## config.mk

```make
export PLATFORM = sky130hd
export DESIGN_NAME = ps2_host_tx
export DESIGN_NICKNAME = d
export VERILOG_FILES = /design/src/rtl/ps2_pkg.sv /design/src/rtl/ps2_clk_filter.sv /design/src/rtl/ps2_host_tx.sv
export SDC_FILE = /design/constraint.sdc
export NUM_CORES = 1
export LEC_CHECK = 0
export CORE_MARGIN = 2
export CORE_UTILIZATION = 45
export CTS_BUF_LIST = sky130_fd_sc_hd__clkbuf_8
export DETAILED_ROUTE_END_ITERATION = 6
export GPL_TIMING_DRIVEN = 0
export HOLD_SLACK_MARGIN = 0.08
export SKIP_CTS_REPAIR_TIMING = 1
export SYNTH_ARGS = -nofsm -noshare
export SYNTH_HDL_FRONTEND = slang
export SYNTH_SLANG_ARGS = --single-unit
```

## constraint.sdc

```tcl
create_clock -name reloj -period 6.1 [get_ports reloj]
set_input_delay 1.525 -clock reloj [delete_from_list [all_inputs] [get_ports reloj]]
set_output_delay 1.525 -clock reloj [all_outputs]
set_load 0.1 [all_outputs]
```

## src/rtl/ps2_pkg.sv

```systemverilog
// Shared PS/2 definitions: transmitter state encoding and frame constants.
package ps2_pkg;

    typedef enum logic [2:0] {
        S_IDLE,
        S_RTS,
        S_START,
        S_DATA,
        S_STOP,
        S_DONE
    } ps2_state_e;

    localparam int FILTER_LEN_DEF = 8;
    localparam int DATA_BITS      = 8;
    localparam int SHIFT_CNT      = 9;

endpackage

```

## src/rtl/ps2_clk_filter.sv

```systemverilog
// Glitch filter on the sampled PS/2 clock plus a one-cycle falling-edge pulse.
module ps2_clk_filter
    import ps2_pkg::*;
#(
    parameter int FILTER_LEN = FILTER_LEN_DEF
) (
    input  logic reloj,
    input  logic reset,
    input  logic ps2c_in,
    output logic fall_edge
);

    logic [FILTER_LEN-1:0] filt_q;
    logic [FILTER_LEN-1:0] filt_d;
    logic                  f_q;
    logic                  f_d;

    assign filt_d = {ps2c_in, filt_q[FILTER_LEN-1:1]};

    // Mixed history keeps the previous level.
    always_comb begin
        f_d = f_q;
        if (&filt_q) begin
            f_d = 1'b1;
        end else if (~|filt_q) begin
            f_d = 1'b0;
        end
    end

    assign fall_edge = f_q & ~f_d;

    always_ff @(posedge reloj or negedge reset) begin
        if (!reset) begin
            filt_q <= '1;
            f_q    <= 1'b1;
        end else begin
            filt_q <= filt_d;
            f_q    <= f_d;
        end
    end

endmodule

```

## src/rtl/ps2_host_tx.sv

```systemverilog
// PS/2 host-to-device command transmitter (open-collector drive/enable outputs).
// Optional device watchdog enabled with `define PS2_TX_TIMEOUT_EN.
module ps2_host_tx
    import ps2_pkg::*;
#(
    parameter int INHIBIT_CYCLES = 12000,
    parameter int FILTER_LEN     = FILTER_LEN_DEF,
    parameter int TIMEOUT_CYCLES = 2_000_000
) (
    input  logic       reloj,
    input  logic       reset,
    input  logic       wr_ps2,
    input  logic [7:0] din,
    input  logic       ps2c_in,
    input  logic       ps2d_in,
    output logic       ps2c_out,
    output logic       ps2d_out,
    output logic       tri_c,
    output logic       tri_d,
    output logic       tx_idle,
    output logic       tx_done_tick,
    output logic       ack_err
);

    localparam int CMAX = (INHIBIT_CYCLES > TIMEOUT_CYCLES) ?
                          INHIBIT_CYCLES : TIMEOUT_CYCLES;
    localparam int CW   = $clog2(CMAX + 1);
    localparam logic [CW-1:0] INH_LAST = CW'(INHIBIT_CYCLES - 1);
`ifdef PS2_TX_TIMEOUT_EN
    localparam logic [CW-1:0] TO_LAST  = CW'(TIMEOUT_CYCLES - 1);
`endif

    ps2_state_e           state_q;
    logic [SHIFT_CNT-1:0] b_q;
    logic [3:0]           n_q;
    logic [CW-1:0]        c_q;
    logic                 tri_c_q;
    logic                 tri_d_q;
    logic                 d_out_q;
    logic                 done_q;
    logic                 err_q;
    logic                 idle_q;
    logic                 fall_edge;

    ps2_clk_filter #(
        .FILTER_LEN (FILTER_LEN)
    ) u_filt (
        .reloj     (reloj),
        .reset     (reset),
        .ps2c_in   (ps2c_in),
        .fall_edge (fall_edge)
    );

    always_ff @(posedge reloj or negedge reset) begin
        if (!reset) begin
            state_q <= S_IDLE;
            b_q     <= '0;
            n_q     <= '0;
            c_q     <= '0;
            tri_c_q <= 1'b0;
            tri_d_q <= 1'b0;
            d_out_q <= 1'b1;
            done_q  <= 1'b0;
            err_q   <= 1'b0;
            idle_q  <= 1'b1;
        end else begin
            done_q <= 1'b0;
            unique case (state_q)
                S_IDLE: begin
                    if (wr_ps2) begin
                        b_q     <= {~^din, din};
                        c_q     <= '0;
                        err_q   <= 1'b0;
                        idle_q  <= 1'b0;
                        tri_c_q <= 1'b1;
                        state_q <= S_RTS;
                    end
                end
                S_RTS: begin
                    if (c_q == INH_LAST) begin
                        tri_c_q <= 1'b0;
                        tri_d_q <= 1'b1;
                        d_out_q <= 1'b0;
                        c_q     <= '0;
                        state_q <= S_START;
                    end else begin
                        c_q <= c_q + 1'b1;
                    end
                end
                S_START: begin
                    if (fall_edge) begin
                        d_out_q <= b_q[0];
                        n_q     <= 4'(DATA_BITS);
                        state_q <= S_DATA;
                    end
                end
                S_DATA: begin
                    if (fall_edge) begin
                        if (n_q == 4'd0) begin
                            tri_d_q <= 1'b0;
                            d_out_q <= 1'b1;
                            state_q <= S_STOP;
                        end else begin
                            b_q     <= b_q >> 1;
                            d_out_q <= b_q[1];
                            n_q     <= n_q - 4'd1;
                        end
                    end
                end
                S_STOP: begin
                    if (fall_edge) begin
                        err_q   <= ps2d_in;
                        done_q  <= 1'b1;
                        state_q <= S_DONE;
                    end
                end
                S_DONE: begin
                    idle_q  <= 1'b1;
                    state_q <= S_IDLE;
                end
                default: state_q <= S_IDLE;
            endcase
`ifdef PS2_TX_TIMEOUT_EN
            // Watchdog overrides the case above when the device goes silent.
            if (state_q inside {S_START, S_DATA, S_STOP}) begin
                if (fall_edge) begin
                    c_q <= '0;
                end else if (c_q == TO_LAST) begin
                    tri_c_q <= 1'b0;
                    tri_d_q <= 1'b0;
                    d_out_q <= 1'b1;
                    err_q   <= 1'b1;
                    done_q  <= 1'b1;
                    state_q <= S_DONE;
                end else begin
                    c_q <= c_q + 1'b1;
                end
            end
`endif
        end
    end

    assign ps2c_out     = 1'b0;
    assign ps2d_out     = d_out_q;
    assign tri_c        = tri_c_q & reset;
    assign tri_d        = tri_d_q & reset;
    assign tx_idle      = idle_q;
    assign tx_done_tick = done_q;
    assign ack_err      = err_q;

endmodule

```

After elaboration in Yosys (flattened, before gate mapping)

Cells that the tools add are included.

Input port bits: 13
Output and inout bits: 7
Word-level logic and storage cells: 89
Register bits: 52

Equality and inequality tests: 13
Add/sub/neg operators: 2
Multiplexer cells: 37
Reductions and logical operators: 21
Bitwise gates (word level): 4

Operators with widths:

| operator                                                                | number |
|---|---|
| 21-bit 2-to-1 mux                                                       | 2 |
| 21-bit case mux with 2 select lines                                     | 1 |
| 9-bit 2-to-1 mux                                                        | 3 |
| 21-bit by 1-bit adder with 21-bit output, second input constant         | 1 |
| 21-bit by 14-bit equality test with 1-bit output, second input constant | 1 |
| 3-bit 2-to-1 mux                                                        | 6 |
| 9-bit case mux with 2 select lines                                      | 1 |
| 4-bit AND reduction                                                     | 4 |
| 3-bit case mux with 5 select lines                                      | 1 |
| 1-bit 2-to-1 mux                                                        | 14 |
| 2-bit inequality test, second input constant                            | 7 |
| 4-bit 2-to-1 mux                                                        | 3 |
| 2-bit nonzero test                                                      | 6 |
| 1-bit case mux with 2 select lines                                      | 4 |
| 4-bit case mux with 2 select lines                                      | 1 |
| 8-bit AND reduction                                                     | 1 |
| 8-bit OR reduction                                                      | 1 |
| 8-bit XNOR reduction                                                    | 1 |
| 3-bit by 2-bit equality test with 1-bit output, second input constant   | 2 |
| 3-bit equality test, second input constant                              | 2 |
| 3-bit AND reduction                                                     | 2 |
| 6-bit AND reduction                                                     | 1 |
| 4-bit zero test                                                         | 1 |
| 2-bit AND reduction                                                     | 2 |
| other kinds (7)                                                         | 9 |

Logic depth before layout (Yosys ltp)

Depth after elaboration: 7
Mapped depth: 7
Depth with buffers taken out: 7

By module

Synthesis repeated with hierarchy kept, for this count alone.

Cells, all modules: 292
Area, all modules: 2886.5 um2

By module, submodules not included:

| module         | times used | area each (um2) | cells an instance | seq. area each (um2) |
|---|---|---|---|---|
| ps2_host_tx    | 1          | 2593.7          | 276               | 1078.5 |
| ps2_clk_filter | 1          | 292.8           | 16                | 236.5 |

Worst setup path after synthesis

No wires, ideal clock.

Path kind: in2out
Start: input reset
End: output tri_c
Data arrival time: 2.259 ns
Required time: 4.575 ns
Path buffers: 0
Stages on the path: 1
Path slack: 2.316 ns
Cells stage by stage: and2_1

Word-level cells in the longest chain between the ends: 1

RTL lines:

| element     | RTL line           | RTL |
|---|---|---|
| from (decl) | ps2_host_tx.sv:11  | `input logic reset,` |
| 1-bit AND   | ps2_host_tx.sv:145 | `assign tri_c = tri_c_q & reset;` |
| to (decl)   | ps2_host_tx.sv:18  | `output logic tri_c,` |

Every way passes these cells.

Worst setup path after layout

Start: input reset
End: output tri_d

Word-level cells in the longest chain between the ends: 1

RTL lines:

| element   | RTL line           | RTL |
|---|---|---|
| 1-bit AND | ps2_host_tx.sv:146 | `assign tri_d = tri_d_q & reset;` |
| to (decl) | ps2_host_tx.sv:19  | `output logic tri_d,` |

Every way passes these cells.

==> metrics <==
status=completed; Max stage delay on crit path=1130 ps; Hold Fails Final Rpt=0; fin area=3080 um^2; chip width=81.3 um; vias in the first global route=1993; reg2reg start=c_q[5]$_DFFE_PN0P_; most common cell after layout, fill and taps aside=dfrtp_1; Slew @ Worst Pin=969 ps; Setup crit start kind=primary input; Port Buffer Count=18; mapped cell area=2690 um^2; hpwl dp=4.06 mm; Hold Crit Endpoint=u_filt.filt_q[5]$_DFF_PN1_; die footprint=6620 um^2; minimum clock period=5070 ps; total power=0.953 mW; worst flop-to-flop path endpoint=state_q[0]$_DFFE_PN0P_; Post-Syn Nets=291; Initial Util=46.0%; WP buf/inv=3; post-synth top area share=38.1%; Hold Path Depth=0; Pint=0.612 mW; layout cells sized above 1=11.3%; Sw Pwr=0.341 mW; Pwr per Cell Area=310 nW/um^2; first-pass detailed-route iteration total=4; Root Driver=clkbuf_8; crit-path cells=buf_2 -> buf_12 -> and2_1 -> clkdlybuf4s50_1; DRT Wirelength=5.56 mm; CP max-delay cell=clkdlybuf4s50_1; cell count after synthesis=275; Unique masters post-synth=56; CTS H-Tree Depth=2; CP max FO=28; worst IR drop on VDD=0.122 mV; DR vias/cell=5.62; GR peak layer=met1; asr flop ratio synth=100%; critical path arrival=3540 ps; Max-Cap Viols=0; DIE HEIGHT=81.3 um; DR iter-0 viols=138; Tcrit/Tclk final=83.1%; met2 Usage GRT=28.4%; clock slew at reported path FFs=100 ps; detailed-route via count=2118; total CTS buffers=5; commonest non-fill, non-tap cells in the layout=dfrtp_1, nand2_1, o21ai_0, nand3_1, clkdlybuf4s50_1; gpl congestion=0.830; M3 GR Usage=3.78%; Reg power frac=48.2%; initial antenna violation count=0; clk sinks=52; Ant. Diodes=0; first-pass GRT wire length=9.71 mm; slew margin rel.=35.2%; Area contributors post-synth=dfrtp_1, dfstp_2, o21ai_0, nand2_1, nand3_1; number of synthesized flops with an enable pin=0; Clock power frac=21.7%; Main synth FF type=dfrtp_1; CP endpoint kind=output port; wire per inst=14.8 um; Crit Path Category=primary input to output port; clk_skew=8.94 ps; WP data required=4580 ps; YS warnings=0; Worst R2R Path Depth=5; Layout area overhead=14.3%; core area=5850 um^2; Clock Latency Late Sink=310 ps; sequential area share after synthesis=48.9%; met1 Track Usage GR=28.4%; nets@finish=317; post-synth top area cell=dfrtp_1; Residual DRC=0; static leakage=1.19 nW; RSZ-0062 raised after global routing=false; Switching Share=35.8%; Hold Startpoint=u_filt.filt_q[6]$_DFF_PN1_; gr ovfl total=0; Max Transition Viols Final=0; placed instance area=2980 um^2; final setup fails=0; Hold Path Class=flop to flop; number of core rows=28; Worst R2R Setup Slack=3930 ps; number of synthesized register bits=52; fmax=197 MHz; IO Pins=20; Post-Syn Area per Cell=9.79 um^2; largest net degree at the start of global routing=29; global-route usage over all layers=19.1%; Comb power frac=30.0%; Crit path max-delay family=buffers and inverters; Antenna Nets Post-Route=0; CTS tree=built; clk buf depth=2
==> state kept, by name, summed over array words and instances (netlist names) <==
signal / count
u_filt.f_q: 1
tri_c_q: 1
tri_d_q: 1
c_q: 21
b_q: 9
ack_err: 1
tx_done_tick: 1
n_q: 4
tx_idle: 1
u_filt.filt_q: 8
state_q: 3
ps2d_out: 1
==> cells in the mapped netlist, types with 3 or more instances <==
library cell  instances
and2_1                3
inv_1                13
nor2b_1               3
a21oi_1              12
nand4_1               7
or3_1                 8
a22o_1                3
ha_1                  3
xnor2_1               6
dfstp_2              11
dfrtp_1              41
o22ai_1              11
nor2_1               13
nand2_1              28
and3_1                3
clkbuf_1              7
a211oi_1              3
a2bb2oi_1             8
nor3b_1               4
mux2i_1               4
nand3_1              17
o21ai_0              25
==> stage by stage <==
| stage | std cells | hold WS [ps] | utilization [%] | setup WS (ps) | setup TNS [ps] |
|---|---|---|---|---|---|
| 6_report | 377 | 379 | 52.6 | 1030 | 0 |
| 5_1_grt | 377 | 388 | 52.6 | 863 | 0 |
| 4_1_cts | 377 | 380 | 52.6 | 961 | 0 |
| 3_5_place_dp | 369 | 363 | 50.9 | 962 | 0 |
| 3_3_place_gp | 368 | 364 | 50.7 | -644 | -1280 |
| 2_1_floorplan | 275 | 360 | - | 2320 | 0 |
==> worst max path at each step <==
stage               start  depth (start not counted)     to
floorplan           reset                          1  tri_c
global placement    reset                          3  tri_d
detailed placement  reset                          4  tri_d
CTS                 reset                          4  tri_d
global route        reset                          4  tri_d
finish              reset                          4  tri_d
==> power groups by stage <==
stage	Clock (mW)	Combinational [mW]	Sequential (mW)
after global placement	0	0.284	0.464
after CTS	0.217	0.289	0.459
final	0.207	0.286	0.459
after global routing	0.233	0.320	0.469
after detailed placement	0	0.289	0.464
after floorplan	0	0.219	0.452
==> cell type report <==
cell class                 count  area (um^2)
fill                         534         2770
buffer                        11         60.1
clock buffer                   5         68.8
sequential                    52         1320
timing repair buffer          19          195
inverter                      13         48.8
clock inverter                 3         27.5
tap                           75         93.8
multi-input combinational    199         1270
==> routing by layer <==
metal	up-vias	wire length (um)
li1	1070	-
met1	1005	2860
met2	37	2380
met3	6	255
met4	0	70
met5	-	0
==> logic make-up after synthesis <==
family	share of synthesized area (%)
fa+ha+maj	1.77
flops	48.9
mux	1.49
other cells	0.139
buf+inv	4.04
compound gates	20.0
simple gates	21.4
xor+xnor	2.28
Note: power is estimated with default switching activity, not from simulation.
